===== config.mk =====
export PLATFORM = sky130hd
export DESIGN_NAME = iir1_filter_mc_flat
export DESIGN_NICKNAME = d
export VERILOG_FILES = /design/src/rtl/iir_pkg.sv /design/src/rtl/iir1_filter_mc_if.sv /design/src/rtl/iir1_mac.sv /design/src/rtl/iir1_filter_mc.sv /design/src/flat_wrapper.sv
export SDC_FILE = /design/constraint.sdc
export NUM_CORES = 1
export LEC_CHECK = 0
export CAP_MARGIN = 20
export CORE_AREA = 2 2 181 201
export CTS_CLUSTER_SIZE = 28
export DETAILED_ROUTE_END_ITERATION = 7
export DIE_AREA = 0 0 183 203
export GPL_ROUTABILITY_DRIVEN = 0
export HOLD_SLACK_MARGIN = 0.02
export PLACE_DENSITY_LB_ADDON = 0.05
export SYNTH_ARGS = -nofsm -noshare
export SYNTH_HDL_FRONTEND = slang
export SYNTH_SLANG_ARGS = --single-unit

===== constraint.sdc =====
create_clock -name AUDIO_CLK -period 16.6 [get_ports AUDIO_CLK]
set_input_delay 3.32 -clock AUDIO_CLK [delete_from_list [all_inputs] [get_ports AUDIO_CLK]]
set_output_delay 3.32 -clock AUDIO_CLK [all_outputs]
set_load 0.02 [all_outputs]

===== src/rtl/iir_pkg.sv =====
// Shared types and arithmetic helpers for the multi-channel first-order IIR filter.
package iir_pkg;

    typedef enum logic [1:0] {
        IDLE,
        CALC,
        DONE
    } iir_state_e;

    localparam logic MODE_HPF = 1'b0;
    localparam logic MODE_LPF = 1'b1;

    // Half an LSB of the coefficient scale, added before the shift for round half-up.
    function automatic logic [63:0] round_const(input int unsigned coef_w);
        return (coef_w == 0) ? 64'd0 : (64'd1 << (coef_w - 1));
    endfunction

    function automatic logic signed [63:0] saturate(input logic signed [63:0] v,
                                                    input int unsigned w);
        logic signed [63:0] hi;
        logic signed [63:0] lo;
        hi = (64'sd1 <<< (w - 1)) - 64'sd1;
        lo = -hi - 64'sd1;
        if (v > hi) return hi;
        if (v < lo) return lo;
        return v;
    endfunction

endpackage


===== src/rtl/iir1_filter_mc_if.sv =====
// Frame-level handshake between the audio path and the IIR filter.
interface iir1_filter_mc_if #(
    parameter int unsigned SAMPLE_W = 16,
    parameter int unsigned NUM_CH   = 2,
    parameter int unsigned COEF_W   = 16
);
    logic                         in_valid;
    logic [NUM_CH*SAMPLE_W-1:0]   in_data;
    logic [COEF_W-1:0]            coef;
    logic                         mode;
    logic                         clear;
    logic                         busy;
    logic                         out_valid;
    logic [NUM_CH*SAMPLE_W-1:0]   out_data;
    logic                         overrun;

    modport master (
        output in_valid, in_data, coef, mode, clear,
        input  busy, out_valid, out_data, overrun
    );

    modport slave (
        input  in_valid, in_data, coef, mode, clear,
        output busy, out_valid, out_data, overrun
    );
endinterface


===== src/rtl/iir1_mac.sv =====
// Single-channel combinational IIR datapath: y from (x, x1, y1, coef, mode).
// IIR1_SATURATE_EN selects saturation; otherwise the result wraps to SAMPLE_W bits.
module iir1_mac
    import iir_pkg::*;
#(
    parameter int unsigned SAMPLE_W = 16,
    parameter int unsigned COEF_W   = 16
) (
    input  logic signed [SAMPLE_W-1:0] x,
    input  logic signed [SAMPLE_W-1:0] x1,
    input  logic signed [SAMPLE_W-1:0] y1,
    input  logic        [COEF_W-1:0]   coef,
    input  logic                       mode,
    output logic signed [SAMPLE_W-1:0] y
);
    localparam int unsigned W  = SAMPLE_W + 2;
    localparam int unsigned RW = W + 1;
    localparam int unsigned PW = W + COEF_W + 1;

    logic signed [W-1:0]  xe, x1e, y1e, diff, scaled;
    logic signed [PW-1:0] diff_x, coef_x, prod, rnd, shifted;
    logic signed [RW-1:0] y_full;

    always_comb begin
        xe      = W'(x);
        x1e     = W'(x1);
        y1e     = W'(y1);
        diff    = (mode == MODE_LPF) ? (xe - y1e) : (y1e + xe - x1e);
        diff_x  = PW'(diff);
        coef_x  = $signed(PW'(coef));
        prod    = diff_x * coef_x;
        rnd     = prod + $signed(PW'(round_const(COEF_W)));
        shifted = rnd >>> COEF_W;
        scaled  = W'(shifted);
        y_full  = (mode == MODE_LPF) ? (RW'(scaled) + RW'(y1e)) : RW'(scaled);
`ifdef IIR1_SATURATE_EN
        y = SAMPLE_W'(saturate(64'(y_full), SAMPLE_W));
`else
        y = y_full[SAMPLE_W-1:0];
`endif
    end

endmodule


===== src/rtl/iir1_filter_mc.sv =====
// First-order HPF/LPF over NUM_CH packed channels sharing one multiplier, one channel per cycle.
// Build option IIR1_SATURATE_EN: saturate results instead of wrapping.
module iir1_filter_mc
    import iir_pkg::*;
#(
    parameter int unsigned SAMPLE_W = 16,
    parameter int unsigned NUM_CH   = 2,
    parameter int unsigned COEF_W   = 16
) (
    input logic             AUDIO_CLK,
    input logic             rst,
    iir1_filter_mc_if.slave bus
);
    localparam int unsigned DW     = NUM_CH * SAMPLE_W;
    localparam int unsigned CH_W   = (NUM_CH > 1) ? $clog2(NUM_CH) : 1;
    localparam int unsigned SLOT_W = $clog2(DW);
    localparam logic [CH_W-1:0] LAST_CH = CH_W'(NUM_CH - 1);

    iir_state_e state_q, state_d;

    logic [CH_W-1:0]   ch_q;
    logic [DW-1:0]     x_frame_q, shadow_q, shadow_d, out_data_q;
    logic [COEF_W-1:0] coef_q;
    logic              mode_q;
    logic signed [SAMPLE_W-1:0] x1_q [NUM_CH];
    logic signed [SAMPLE_W-1:0] y1_q [NUM_CH];
    logic busy_q, out_valid_q, overrun_q;
    logic accept, last_ch;
    logic [SLOT_W-1:0] slot;
    logic signed [SAMPLE_W-1:0] x_sel, y_calc;

    assign accept  = (state_q == IDLE) && bus.in_valid && !bus.clear;
    assign last_ch = (ch_q == LAST_CH);

    // Channel 0 sits in the MSBs, so the slot offset counts down with the channel index.
    always_comb begin
        slot     = SLOT_W'((NUM_CH - 1 - 32'(ch_q)) * SAMPLE_W);
        x_sel    = x_frame_q[slot +: SAMPLE_W];
        shadow_d = shadow_q;
        shadow_d[slot +: SAMPLE_W] = y_calc;
    end

    iir1_mac #(
        .SAMPLE_W(SAMPLE_W),
        .COEF_W  (COEF_W)
    ) u_mac (
        .x   (x_sel),
        .x1  (x1_q[ch_q]),
        .y1  (y1_q[ch_q]),
        .coef(coef_q),
        .mode(mode_q),
        .y   (y_calc)
    );

    always_ff @(posedge AUDIO_CLK or negedge rst) begin
        if (!rst) state_q <= IDLE;
        else      state_q <= state_d;
    end

    always_comb begin
        state_d = state_q;
        unique case (state_q)
            IDLE:    if (accept) state_d = CALC;
            CALC:    if (bus.clear) state_d = IDLE;
                     else if (last_ch) state_d = DONE;
            DONE:    state_d = IDLE;
            default: state_d = IDLE;
        endcase
    end

    // The shadow is published on the last CALC edge so out_valid is high during DONE,
    // keeping the accept-to-valid latency at NUM_CH+1.
    always_ff @(posedge AUDIO_CLK or negedge rst) begin
        if (!rst) begin
            ch_q        <= '0;
            x_frame_q   <= '0;
            coef_q      <= '0;
            mode_q      <= MODE_HPF;
            shadow_q    <= '0;
            out_data_q  <= '0;
            busy_q      <= 1'b0;
            out_valid_q <= 1'b0;
            overrun_q   <= 1'b0;
            for (int unsigned i = 0; i < NUM_CH; i++) begin
                x1_q[i] <= '0;
                y1_q[i] <= '0;
            end
        end else begin
            out_valid_q <= 1'b0;
            overrun_q   <= bus.in_valid && (state_q != IDLE);
            if (bus.clear) begin
                for (int unsigned i = 0; i < NUM_CH; i++) begin
                    x1_q[i] <= '0;
                    y1_q[i] <= '0;
                end
                ch_q   <= '0;
                busy_q <= 1'b0;
            end else if (accept) begin
                x_frame_q <= bus.in_data;
                coef_q    <= bus.coef;
                mode_q    <= bus.mode;
                ch_q      <= '0;
                busy_q    <= 1'b1;
            end else if (state_q == CALC) begin
                shadow_q   <= shadow_d;
                x1_q[ch_q] <= x_sel;
                y1_q[ch_q] <= y_calc;
                ch_q       <= ch_q + 1'b1;
                if (last_ch) begin
                    out_data_q  <= shadow_d;
                    out_valid_q <= 1'b1;
                    busy_q      <= 1'b0;
                end
            end
        end
    end

    assign bus.busy      = busy_q;
    assign bus.out_valid = out_valid_q;
    assign bus.out_data  = out_data_q;
    assign bus.overrun   = overrun_q;

endmodule


===== src/flat_wrapper.sv =====
// flat-port wrapper written by rule: the top's interface ports become plain ports
module iir1_filter_mc_flat import iir_pkg::*;
#(
    parameter int unsigned SAMPLE_W = 16,
    parameter int unsigned NUM_CH   = 2,
    parameter int unsigned COEF_W   = 16
)
  (AUDIO_CLK, rst, bus_in_valid, bus_in_data, bus_coef, bus_mode, bus_clear, bus_busy, bus_out_valid, bus_out_data, bus_overrun);
  iir1_filter_mc_if #(.SAMPLE_W(SAMPLE_W), .NUM_CH(NUM_CH), .COEF_W(COEF_W)) bus_i ();
  input logic AUDIO_CLK;
  input logic rst;
  input wire logic [$bits(bus_i.in_valid)-1:0] bus_in_valid;
  input wire logic [$bits(bus_i.in_data)-1:0] bus_in_data;
  input wire logic [$bits(bus_i.coef)-1:0] bus_coef;
  input wire logic [$bits(bus_i.mode)-1:0] bus_mode;
  input wire logic [$bits(bus_i.clear)-1:0] bus_clear;
  output wire logic [$bits(bus_i.busy)-1:0] bus_busy;
  output wire logic [$bits(bus_i.out_valid)-1:0] bus_out_valid;
  output wire logic [$bits(bus_i.out_data)-1:0] bus_out_data;
  output wire logic [$bits(bus_i.overrun)-1:0] bus_overrun;
  assign bus_i.in_valid = bus_in_valid;
  assign bus_i.in_data = bus_in_data;
  assign bus_i.coef = bus_coef;
  assign bus_i.mode = bus_mode;
  assign bus_i.clear = bus_clear;
  assign bus_busy = bus_i.busy;
  assign bus_out_valid = bus_i.out_valid;
  assign bus_out_data = bus_i.out_data;
  assign bus_overrun = bus_i.overrun;
  iir1_filter_mc #(.SAMPLE_W(SAMPLE_W), .NUM_CH(NUM_CH), .COEF_W(COEF_W)) u_core (.AUDIO_CLK(AUDIO_CLK), .rst(rst), .bus(bus_i));
endmodule

==> out/metrics.yaml <==
finish:
  syn_to_final_growth_pct: 9.85
  drive_gt1_share_pct: 7.02
  final_nets: 2663
  antennaDiodeCount: 0
  multi_input_area_um2: 13800
  area.sequential_um2: 4180
  fillCellCount: 2971
drt:
  via_per_inst: 5.48
  avgRoutedWirePerCell_um: 18.3
  wl_met2_um: 23400
  top_layer: "met4"
  num_vias: 14500
  drtIter0Drc: 857
  drt-total-wl_um: 48300
  drt-pass1-iter-count: 5
  drc: 0
  wl_met3_um: 2230
  m1WireLength_um: 21200
  antenna_left: 0
die:
  ioPinCount: 88
  dieHeight_um: 203
  core_um2: 35000
  die-area_um2: 37100
  rows: 72
  initial_utilization_pct: 57.4
  die_w_um: 183
synthesis:
  synth_nets: 2609
  yosysSeqAreaShare_pct: 20.8
  netlist_top_cells_area: "fa_1 (29%), dfrtp_1 (21%), ha_1 (8.9%)"
  synth_top_area_share_pct: 28.6
  synthesis.area_um2: 20100
  synth_edf_count: 0
  yosysWarnings: 0
  synth_commonest_cells: "inv_1 (460), fa_1 (287), nand2_1 (223)"
  synth_top_area_cell: "fa_1"
  ys.flop_type: "dfrtp_1"
  syn_area_per_cell_um2: 9.44
  synth_most_common_cell: "inv_1"
  synthCells: 2126
  synth_seq_cells: 167
  async_reset_ff_share_pct: 100
  ys_types: 69
sta:
  drv_slew: 0
  hold_violations: 0
  finalSetupTns_ps: 0
  max_freq_ghz: 0.0769
  min_period_ps: 13000
  worst_pin_slew_ps: 963
  timing.slew.headroom_pct: 35.8
  fin_worst_skew_ps: 12.3
  setup_violations: 0
  grt_setup_unrepaired: "no"
  whs_ps: 467
  period_share_pct: 78.3
critical_path:
  critical_path_buf_inv_count: 10
  worstSetupPathType: "reg2reg"
  path_delay_family: "compound AO/OA/AOI/OAI gates"
  worstSetupStartpointType: "flop"
  worstPathArrival_ps: 13330
  crit_slowest_cell: "mux2i_1"
  cp-end-kind: "flop"
  crit_path_frequent_cell: "inv_1"
  critPathRequiredTime_ps: 16930
  reg2reg_slack_ps: 3600
  cp_max_fo: 34
  cp_slowest_stage_delay_ps: 730
min_path:
  hp-class: "reg2reg"
global_routing:
  grt_pass1_wl_um: 81300
  grt_use_total_pct: 28.0
  antenna_found_initial: 0
  overflow: 0
  grt_pass1_vias: 15600
  grt_max_degree: 91
placement:
  dp_hpwl_um: 37500
  port_buffers: 87
clock_tree:
  clock_latency_ps: 450
  cts_made_buffers: 17
  cts_resized: 0
  clockBufferDepth: 2
  htreeDepth: 4
  clk_pin_slew_worst_paths_ps: 60
  cts-root-buf: "clkbuf_16"
  postCtsSetupBuffers: 0
  cts_tree: "yes"
  hold_buffers: 0
  cts.sink_count: 167
run_status:
  status: "finished, final reports clean"
run:
  cap_violations: 0
==> final cells by class <==
type,instances,area share [%]
Clock buffer,19,2.01
Clock inverter,13,0.755
Inverter,460,7.84
Multi-Input combinational cell,1414,62.8
Sequential cell,167,19.0
Tap cell,444,2.52
Timing Repair Buffer,120,5.08
==> worst min-delay path, stage by stage (launching register included) <==
cell     delay, ps
dfrtp_1        340
nand2_1         50
nand2_1         50
==> metal layers <==
layer  global-route usage (%)  vias up
met5                        0        -
met4                     9.20        0
met3                     3.70       90
met2                     47.7      418
met1                     37.3     7277
li1                         -     6674
==> sequential cells by signal, indices dropped and copies added, names as in the netlist <==
name,flops
u_core.mode_q,1
u_core.y1_q,32
u_core.x_frame_q,32
u_core.bus.busy,1
u_core.state_q,2
u_core.shadow_q,16
u_core.bus.out_data,32
u_core.bus.overrun,1
u_core.coef_q,16
u_core.bus.out_valid,1
u_core.x1_q,32
u_core.ch_q,1
==> path summary, 6_finish.rpt <==
path,start,endpoint,depth (start not counted)
max in group asynchronous,rst,u_core.ch_q$_DFFE_PN0P_,2
min in group asynchronous,rst,u_core.x_frame_q[2]$_DFFE_PN0P_,1
hold / removal,u_core.shadow_q[24]$_DFFE_PN0P_,u_core.bus.out_data[24]$_DFFE_PN0P_,2
hold reg to reg,u_core.shadow_q[24]$_DFFE_PN0P_,u_core.bus.out_data[24]$_DFFE_PN0P_,2
setup / recovery,u_core.ch_q$_DFFE_PN0P_,u_core.y1_q[15]$_DFFE_PN0P_,50
setup reg to reg,u_core.ch_q$_DFFE_PN0P_,u_core.y1_q[15]$_DFFE_PN0P_,50
==> logic make-up after synthesis <==
group                    after synthesis  share of synthesized area, %
flip-flops                           167                          20.8
AO/OA/AOI/OAI                        259                          8.90
multiplexers                         107                          5.76
buffers and inverters                545                          10.3
adder cells (fa/ha/maj)              430                          37.6
XOR/XNOR                              66                          3.02
AND/OR/NAND/NOR                      552                          13.7
==> through the flow <==
step           utilization, %  instance area, um^2  worst slack (ps)  std cells
6_report                 63.0                22000              3600       2637
5_1_grt                  63.0                22000              2630       2637
4_1_cts                  63.0                22000              3310       2635
3_5_place_dp             61.3                21400              3370       2603
3_3_place_gp             61.3                21400              3700       2603
2_1_floorplan               -                20100              4810       2126
==> cells in the final DEF, fill, tap and decap left out, types with 35 or more instances in the layout <==
cell type,netlist,final
nor2b_1,39,39
nand2_1,223,223
inv_1,460,459
xnor2_1,41,41
mux2_2,67,67
clkdlybuf4s50_1,0,86
nor2_1,55,54
o21ai_0,63,63
a21oi_1,48,47
mux2i_1,40,40
dfrtp_1,167,166
fa_1,287,287
a22o_1,35,35
and2_1,148,148
ha_1,143,143
Power is not shown: default switching activity piles up to over one toggle a cycle in this logic, so the estimate is an artifact.
